`config.mk`:
```
export PLATFORM = sky130hd
export DESIGN_NAME = spy_ctl
export DESIGN_NICKNAME = d
export VERILOG_FILES = /design/src/rtl/spy_ctl_pkg.sv /design/src/rtl/spy_ctl_step_fsm.sv /design/src/rtl/spy_ctl.sv
export SDC_FILE = /design/constraint.sdc
export NUM_CORES = 1
export LEC_CHECK = 0
export BUFFER_PORTS_ARGS = -buffer_cell sky130_fd_sc_hd__buf_2
export CORE_MARGIN = 5
export CORE_UTILIZATION = 56
export DETAILED_ROUTE_END_ITERATION = 16
export GPL_TIMING_DRIVEN = 0
export PLACE_DENSITY = 0.91
export SETUP_SLACK_MARGIN = 0.4
export SLEW_MARGIN = 20
export SYNTH_ARGS = -nofsm -noshare
export SYNTH_HDL_FRONTEND = slang
export SYNTH_SLANG_ARGS = --single-unit
```
`constraint.sdc`:
```
create_clock -name clk -period 8.2 [get_ports clk]
set_input_delay 1.64 -clock clk [delete_from_list [all_inputs] [get_ports clk]]
set_output_delay 1.64 -clock clk [all_outputs]
set_load 0.02 [all_outputs]
```
`src/rtl/spy_ctl_pkg.sv`:
```
// Shared definitions for the spy-bus register bank and run/step controller:
// register addresses, MODE/STATUS bit positions and controller state encoding.
package spy_ctl_pkg;

  localparam logic [3:0] SPY_ADDR_IR0     = 4'd0;
  localparam logic [3:0] SPY_ADDR_IR1     = 4'd1;
  localparam logic [3:0] SPY_ADDR_IR2     = 4'd2;
  localparam logic [3:0] SPY_ADDR_MODE    = 4'd3;
  localparam logic [3:0] SPY_ADDR_PC      = 4'd4;
  localparam logic [3:0] SPY_ADDR_STATUS  = 4'd5;
  localparam logic [3:0] SPY_ADDR_SCRATCH = 4'd6;
  localparam logic [3:0] SPY_ADDR_STEPCNT = 4'd7;

  localparam int unsigned MODE_RUN  = 0;
  localparam int unsigned MODE_STEP = 1;

  localparam int unsigned STATUS_RUNNING  = 0;
  localparam int unsigned STATUS_STEPPING = 1;
  localparam int unsigned STATUS_ERR      = 2;
  localparam int unsigned STATUS_READY    = 3;

  typedef enum logic [1:0] {
    ST_HALT      = 2'd0,
    ST_RUN       = 2'd1,
    ST_STEP      = 2'd2,
    ST_STEP_WAIT = 2'd3
  } step_state_e;

endpackage

```
`src/rtl/spy_ctl_step_fsm.sv`:
```
// CPU run/halt/step sequencer: free-run enable, N-step single-stepping with a
// remaining-step counter, and error-driven halt.
module spy_step_fsm
  import spy_ctl_pkg::*;
#(
  parameter int unsigned STEP_W = 16
) (
  input  logic              clk,
  input  logic              reset,
  input  logic              mode_wr_i,
  input  logic              wr_run_i,
  input  logic              wr_step_i,
  input  logic [STEP_W-1:0] stepcnt_i,
  input  logic              cpu_ready_i,
  input  logic              cpu_err_i,
  output logic              cpu_run_o,
  output logic              cpu_step_o,
  output logic              running_o,
  output logic              stepping_o,
  output logic              err_set_o,
  output logic              clr_run_o,
  output logic              clr_step_o
);

  localparam logic [STEP_W-1:0] ONE = STEP_W'(1);

  step_state_e       state_q, state_d;
  logic [STEP_W-1:0] remaining_q, remaining_d;
  logic              err_q;
  logic              err_rise;

  assign err_rise = cpu_err_i & ~err_q;

  always_ff @(posedge clk or posedge reset) begin
    if (reset) begin
      state_q     <= ST_HALT;
      remaining_q <= '0;
      err_q       <= 1'b0;
    end else begin
      state_q     <= state_d;
      remaining_q <= remaining_d;
      err_q       <= cpu_err_i;
    end
  end

  // Error beats any simultaneous MODE write; RUN beats STEP.
  always_comb begin
    state_d     = state_q;
    remaining_d = remaining_q;
    cpu_step_o  = 1'b0;
    err_set_o   = 1'b0;
    clr_run_o   = 1'b0;
    clr_step_o  = 1'b0;
    unique case (state_q)
      ST_HALT: begin
        if (mode_wr_i && wr_run_i) begin
          state_d = ST_RUN;
        end else if (mode_wr_i && wr_step_i) begin
          state_d     = ST_STEP;
          remaining_d = (stepcnt_i == '0) ? ONE : stepcnt_i;
        end
      end
      ST_RUN: begin
        if (err_rise) begin
          state_d   = ST_HALT;
          err_set_o = 1'b1;
          clr_run_o = 1'b1;
        end else if (mode_wr_i && !wr_run_i) begin
          state_d = ST_HALT;
        end
      end
      ST_STEP, ST_STEP_WAIT: begin
        if (cpu_err_i) begin
          state_d     = ST_HALT;
          err_set_o   = 1'b1;
          clr_step_o  = 1'b1;
          remaining_d = '0;
        end else if (mode_wr_i && wr_run_i) begin
          state_d     = ST_RUN;
          remaining_d = '0;
        end else if (mode_wr_i && !wr_step_i) begin
          state_d     = ST_HALT;
          remaining_d = '0;
        end else if (state_q == ST_STEP) begin
          if (cpu_ready_i) begin
            cpu_step_o  = 1'b1;
            remaining_d = remaining_q - ONE;
            state_d     = ST_STEP_WAIT;
          end
        end else if (remaining_q == '0) begin
          state_d    = ST_HALT;
          clr_step_o = 1'b1;
        end else begin
          state_d = ST_STEP;
        end
      end
      default: state_d = ST_HALT;
    endcase
  end

  assign cpu_run_o  = (state_q == ST_RUN);
  assign running_o  = (state_q == ST_RUN);
  assign stepping_o = (state_q == ST_STEP) || (state_q == ST_STEP_WAIT);

endmodule

```
`src/rtl/spy_ctl.sv`:
```
// Spy-bus register bank: strobe decode, MODE/STATUS/SCRATCH/STEPCNT registers,
// IR/PC snapshot shadows and readback mux; run/step sequencing in spy_step_fsm.
module spy_ctl
  import spy_ctl_pkg::*;
#(
  parameter int unsigned PC_W   = 14,
  parameter int unsigned STEP_W = 16
) (
  input  logic            clk,
  input  logic            reset,
  input  logic            dbread,
  input  logic            dbwrite,
  input  logic [3:0]      eadr,
  input  logic [15:0]     spy_out,
  output logic [15:0]     spy_in,
  input  logic [47:0]     cpu_ir,
  input  logic [PC_W-1:0] cpu_pc,
  input  logic            cpu_ready,
  input  logic            cpu_err,
  output logic            cpu_run,
  output logic            cpu_step
);

  logic [15:0]       mode_q, mode_d;
  logic [15:0]       scratch_q, scratch_d;
  logic [STEP_W-1:0] stepcnt_q, stepcnt_d;
  logic              err_latched_q, err_latched_d;
  logic [31:0]       shadow_ir_q;
  logic [PC_W-1:0]   shadow_pc_q;

  logic wr_mode, wr_status, wr_scratch, wr_stepcnt, snap;
  logic running, stepping, err_set, clr_run, clr_step;
  logic [15:0] rdata;

  assign wr_mode    = dbwrite && (eadr == SPY_ADDR_MODE);
  assign wr_status  = dbwrite && (eadr == SPY_ADDR_STATUS);
  assign wr_scratch = dbwrite && (eadr == SPY_ADDR_SCRATCH);
  assign wr_stepcnt = dbwrite && (eadr == SPY_ADDR_STEPCNT);
  assign snap       = dbread  && (eadr == SPY_ADDR_IR0);

  spy_step_fsm #(
    .STEP_W (STEP_W)
  ) u_step_fsm (
    .clk         (clk),
    .reset       (reset),
    .mode_wr_i   (wr_mode),
    .wr_run_i    (spy_out[MODE_RUN]),
    .wr_step_i   (spy_out[MODE_STEP]),
    .stepcnt_i   (stepcnt_q),
    .cpu_ready_i (cpu_ready),
    .cpu_err_i   (cpu_err),
    .cpu_run_o   (cpu_run),
    .cpu_step_o  (cpu_step),
    .running_o   (running),
    .stepping_o  (stepping),
    .err_set_o   (err_set),
    .clr_run_o   (clr_run),
    .clr_step_o  (clr_step)
  );

  // Controller-driven clears are applied after the write so they take effect.
  always_comb begin
    mode_d = mode_q;
    if (wr_mode) mode_d = spy_out;
    if (clr_run) mode_d[MODE_RUN] = 1'b0;
    if (clr_step) mode_d[MODE_STEP] = 1'b0;

    scratch_d = wr_scratch ? spy_out : scratch_q;
    stepcnt_d = wr_stepcnt ? spy_out[STEP_W-1:0] : stepcnt_q;

    err_latched_d = err_latched_q;
    if (err_set) err_latched_d = 1'b1;
    else if (wr_status && spy_out[STATUS_ERR]) err_latched_d = 1'b0;
  end

  always_ff @(posedge clk or posedge reset) begin
    if (reset) begin
      mode_q        <= '0;
      scratch_q     <= '0;
      stepcnt_q     <= STEP_W'(1);
      err_latched_q <= 1'b0;
      shadow_ir_q   <= '0;
      shadow_pc_q   <= '0;
    end else begin
      mode_q        <= mode_d;
      scratch_q     <= scratch_d;
      stepcnt_q     <= stepcnt_d;
      err_latched_q <= err_latched_d;
      if (snap) begin
        shadow_ir_q <= cpu_ir[47:16];
        shadow_pc_q <= cpu_pc;
      end
    end
  end

  always_comb begin
    rdata = '0;
    unique case (eadr)
      SPY_ADDR_IR0:     rdata = cpu_ir[15:0];
      SPY_ADDR_IR1:     rdata = shadow_ir_q[15:0];
      SPY_ADDR_IR2:     rdata = shadow_ir_q[31:16];
      SPY_ADDR_MODE:    rdata = mode_q;
      SPY_ADDR_PC:      rdata[PC_W-1:0] = shadow_pc_q;
      SPY_ADDR_STATUS: begin
        rdata[STATUS_RUNNING]  = running;
        rdata[STATUS_STEPPING] = stepping;
        rdata[STATUS_ERR]      = err_latched_q;
        rdata[STATUS_READY]    = cpu_ready;
      end
      SPY_ADDR_SCRATCH: rdata = scratch_q;
      SPY_ADDR_STEPCNT: rdata[STEP_W-1:0] = stepcnt_q;
      default:          rdata = '0;
    endcase
  end

  assign spy_in = (dbread && !reset) ? rdata : '0;

endmodule

```
Yosys cells after proc, flatten, opt, wreduce, memory -nomap -nowiden. Cells that the tools add are included. W data, S select, Z words.

Flip-flop bits (word level): 114. Bits of input ports: 88. Output and inout bits: 18. Logic and storage cells: 102.

Add/subtract/negate cells: 1. Equality and inequality tests: 17. Muxes and demuxes: 45. Bitwise logic cells: 2. Reduce and logical (&&, ||, !) cells: 26.

Operators by type and width (count): $mux W16 (9); $pmux W10 S7 (1); $logic_not A16 Y1 (2); $pmux W16 S2 (1); $pmux W4 S8 (1); $mux W2 (11); $mux W1 (19); $eq A4 B3 Y1 const B (4); $sub A16 B1 Y16 const B (1); $pmux W2 S6 (1); $logic_and A1 B1 Y1 (11); $eq A4 B2 Y1 const B (2); $reduce_bool A2 Y1 (4); $ne A3 B1 Y1 const B (2); $ne A6 B4 Y1 const B (1); $pmux W2 S3 (1); $ne A5 B2 Y1 const B (1); $ne A5 B3 Y1 const B (1); $reduce_and A5 Y1 (1); $eq A2 B2 Y1 const B (2); $eq A4 B1 Y1 const B (1); $logic_not A4 Y1 (1); $logic_not A1 Y1 (3); $reduce_and A3 Y1 (1); 9 further kinds (9).

Logic depth before layout (Yosys ltp).
Depth in word-level cells: 8. Depth in mapped cells: 7. Gate-level depth less buffers: 6.

Cells and area by module. A second synthesis with hierarchy kept.

Cell total of the unflattened synthesis: 564. Area, all modules: 6309.8 µm².

Modules (own cells, without submodules): spy_ctl (times used 1, cells each 390, area an instance 4873.4 µm², seq. area each 2378.5 µm²); spy_step_fsm (times used 1, cells each 174, area an instance 1436.4 µm², seq. area each 475.5 µm²).

Least setup slack after synthesis. Ideal clock, no wire load.

Kind: input to output. Start point: input port reset. End point: output port spy_in[10]. Arrival: 5.356 ns. Required time: 6.560 ns. Setup slack: 1.204 ns. Stages: 5. Path buffers: 1. Path through: inv_1 nand3b_1 a21o_1 clkbuf_1 a31oi_1.

Cells in the longest elaborated chain, start to end: 3.

Ends and longest elaborated chain: start, declared (line spy_ctl.sv:10) `input logic reset,`; $logic_not A1 Y1 (no source line); $logic_and A1 B1 Y1 (line spy_ctl.sv:116) `assign spy_in = (dbread && !reset) ? rdata : '0;`; $mux W16 (line spy_ctl.sv:116); end, declared (line spy_ctl.sv:15) `output logic [15:0] spy_in,`.

Every way passes these cells.

Final worst setup path.
Start point: input port eadr[2]. End point: output port spy_in[12].

Cells in the longest elaborated chain, start to end: 3.

Ends and longest elaborated chain: start, declared (line spy_ctl.sv:13) `input logic [3:0] eadr,`; $eq A4 B3 Y1, or another cell as far along (line spy_ctl.sv:98) `unique case (eadr)`; $pmux W10 S7 (*) (line spy_ctl.sv:98); $mux W16 (*) (line spy_ctl.sv:116).

Every way passes the cells marked *; elsewhere a longest branch is shown, timed or not.

==> reports/metrics.yaml <==
cts_buffers: 17
finalCriticalPeriod_ns: 5.99
leakagePower_uw: 0.00310
row_count: 36
ir_drop_mv: 0.213
syn_area_um2: 5720
maxCapViolations: 0
initial_core_util_pct: 58.0
async_reset_ff_share_pct: 100
cts_tree: "yes"
holdPathEnd: "shadow_ir_q[19]"
regToRegEndpoint: "u_step_fsm.remaining_q[8]"
dr.pass1.iters: 8
first_iter_violations: 927
wl_per_cell_um: 27.4
syn_nets: 571
viasPerCell: 7.22
worstPathCellList: "buf_2 -> buf_2 -> nand2b_1 -> nor3_1 -> clkbuf_1 -> a22oi_1 -> a31oi_1 -> buf_2"
cpPeakStageDelay_ns: 0.83
synth_cell_types: 60
gp_congestion: 0.931
finalHoldViolations: 0
synthMuxAreaShare_pct: 18.7
antenna_found_initial: 0
netlist_top_cells_area: "dfrtp_1 49%, mux2_2 18%, a22oi_1 4.6%"
synth_flop_cell: "dfrtp_1"
startpoint_type: "primary input"
synthAdderAreaFrac_pct: 0.438
yosys_warnings: 0
final_cells: 750
cts_sinks: 114
cp_max_fo: 10
grt_max_degree: 66
hold_depth: 1
synth-simple-area-share_pct: 8.75
slew_viol_final: 0
max_slew_margin_pct: 30.1
synth_area_leader_cell: "dfrtp_1"
numPortBuffers: 104
post-cts-setup-buffers: 0
cts_hold_buf: 0
finalSetupViolations: 0
period_share_pct: 73.0
clock_latency_ns: 0.53
mostFrequentLayoutCell: "buf_2"
drive_gt1_share_pct: 41.3
dieArea_um2: 12300
nets: 695
grt_pass1_vias: 5625
synth_top_area_share_pct: 49.5
status: "complete, no violations"
critPathMostFrequentCell: "buf_2"
worst-setup-path-type: "primary input to output pin"
die_w_um: 111
synth-edff-count: 0
ff2ff_path_depth: 6
ant_nets: 0
synth_cells: 481
cts_max_level: 4
hold_class: "register to register"
clockBufferDepth: 2
core_area_um2: 9860
dpl.cell_count: 719
crit-reg2reg-launch: "u_step_fsm.state_q[1]"
seq_area_frac_synth_pct: 49.9
worstPathRequired_ns: 6.56
worstPathArrival_ns: 4.35
antenna_cells: 0
critPathCaptureType: "output pin"
synth_compound_area_share_pct: 18.0
final_cell_mix: "118 x buf_2, 113 x dfrtp_1, 92 x mux2_2, 35 x a22oi_1, 21 x a31oi_1"
utilization_pct: 71.3
clockRootBuffer: "clkbuf_8"
fin_skew_ns: 0.00829
synth_top_family_by_area: "multiplexers"
min_from: "shadow_ir_q[19]"
io_pins: 106
dp_hpwl_um: 12500
vias: 5415
fillCellCount: 587
cpMaxStageDelayCell: "nor3_1"
wl_um: 20600
tightest_slew_ns: 1.04
power_density_nw_per_um2: 294
syn_to_final_growth_pct: 23.0
overflow: 0
cts-resized-gates: 0
rrSetupSlack_ns: 6.01
drc: 0
grt_pass1_wl_um: 32000
ys_ff_latch: 114
die_y_um: 111
fmax_mhz: 167
synth_xor_area_share_pct: 0
grt_usage_pct: 33.3
clk_pin_slew_ns: 0.05
rsz0062_at_grt: "false"
synth.avg_cell_area_um2: 11.9
-- stage by stage --
stage          hold WS [ns]  setup slack [ns]  setup TNS (ns)  area, um^2  power, uW
2_1_floorplan         0.463              1.20               0        5720       1120
3_3_place_gp          0.484            -0.166           -1.37        6400       1250
3_5_place_dp          0.489              2.58               0        6440       1270
4_1_cts               0.511              2.37               0        7020       2030
5_1_grt               0.525              2.16               0        7030       2130
6_report              0.513              2.21               0        7030       2060
-- per-layer routing --
metal,vias to the layer above,routed length [um],global-route usage [%]
li1,2141,-,-
met1,2551,6780,39.4
met2,553,9560,52.8
met3,170,2630,9.93
met4,0,1600,21.6
met5,-,0,0
-- sequential cells by signal, indices dropped and copies added, names as in the netlist --
register,count
shadow_ir_q,32
err_latched_q,1
mode_q,16
u_step_fsm.err_q,1
stepcnt_q,16
u_step_fsm.remaining_q,16
u_step_fsm.state_q,2
shadow_pc_q,14
scratch_q,16
-- how the worst max path moves through the flow --
| stage | start | to | slack (ns) | cells after the start |
|---|---|---|---|---|
| 2_1_floorplan | reset | spy_in[10] | 1.20 | 5 |
| 3_3_place_gp | reset | spy_in[6] | -0.17 | 7 |
| 3_5_place_dp | eadr[1] | spy_in[13] | 2.58 | 7 |
| 4_1_cts | eadr[2] | spy_in[12] | 2.37 | 8 |
| 5_1_grt | eadr[2] | spy_in[12] | 2.16 | 8 |
| 6_report | eadr[2] | spy_in[12] | 2.21 | 8 |
-- report_power, final --
part / internal, uW / leakage, uW / switching [uW]
Sequential: 713 / 0.00141 / 141
Combinational: 210 / 0.00141 / 259
Clock: 470 / 0.000282 / 271
-- final cells by class --
class | instances | area (um^2) | share of cell area [%]
buffer | 33 | 164 | 2.33
tap | 133 | 166 | 2.37
clock inverter | 8 | 101 | 1.44
multi-input combinational | 315 | 2630 | 37.5
clock buffer | 23 | 487 | 6.92
timing repair buffer | 105 | 548 | 7.79
sequential | 114 | 2850 | 40.6
inverter | 19 | 76.3 | 1.09
-- cell usage after synthesis, types with 2 or more instances --
cell type and instances:
a32oi_1 12, o21ai_0 8, dfrtp_1 113, a21oi_1 8, a31oi_1 21, o22ai_1 11, nor3_1 11, buf_6 3
nor2_1 8, clkbuf_1 15, a21o_1 2, nand4_1 3, a211o_1 2, a221oi_1 4, a222oi_1 11, a22o_1 2
a22oi_1 35, a211oi_1 8, and2_1 2, and3_1 2, mux2i_1 2, inv_1 18, nor4_1 6, nand3_1 4
or4_1 3, o211ai_1 5, or2_2 2, nor2b_1 5, nand2b_1 4, buf_2 14, nand3b_1 5, mux2_2 92
nand2_1 12, ha_1 2
-- kinds of logic after synthesis --
logic type / count (synthesis)
DFF: 114
and+or+nand+nor: 79
buffers and inverters: 52
AOI/OAI and AO/OA: 139
adders and majority gates: 2
muxes: 95
-- worst max-delay path: cells and delay by family --
kind                   cells  cell delay (ns)
AND/OR/NAND/NOR            2             1.03
AO/OA/AOI/OAI              2             0.47
buffers and inverters      4             1.19
Note: power is estimated with default switching activity, not from simulation.
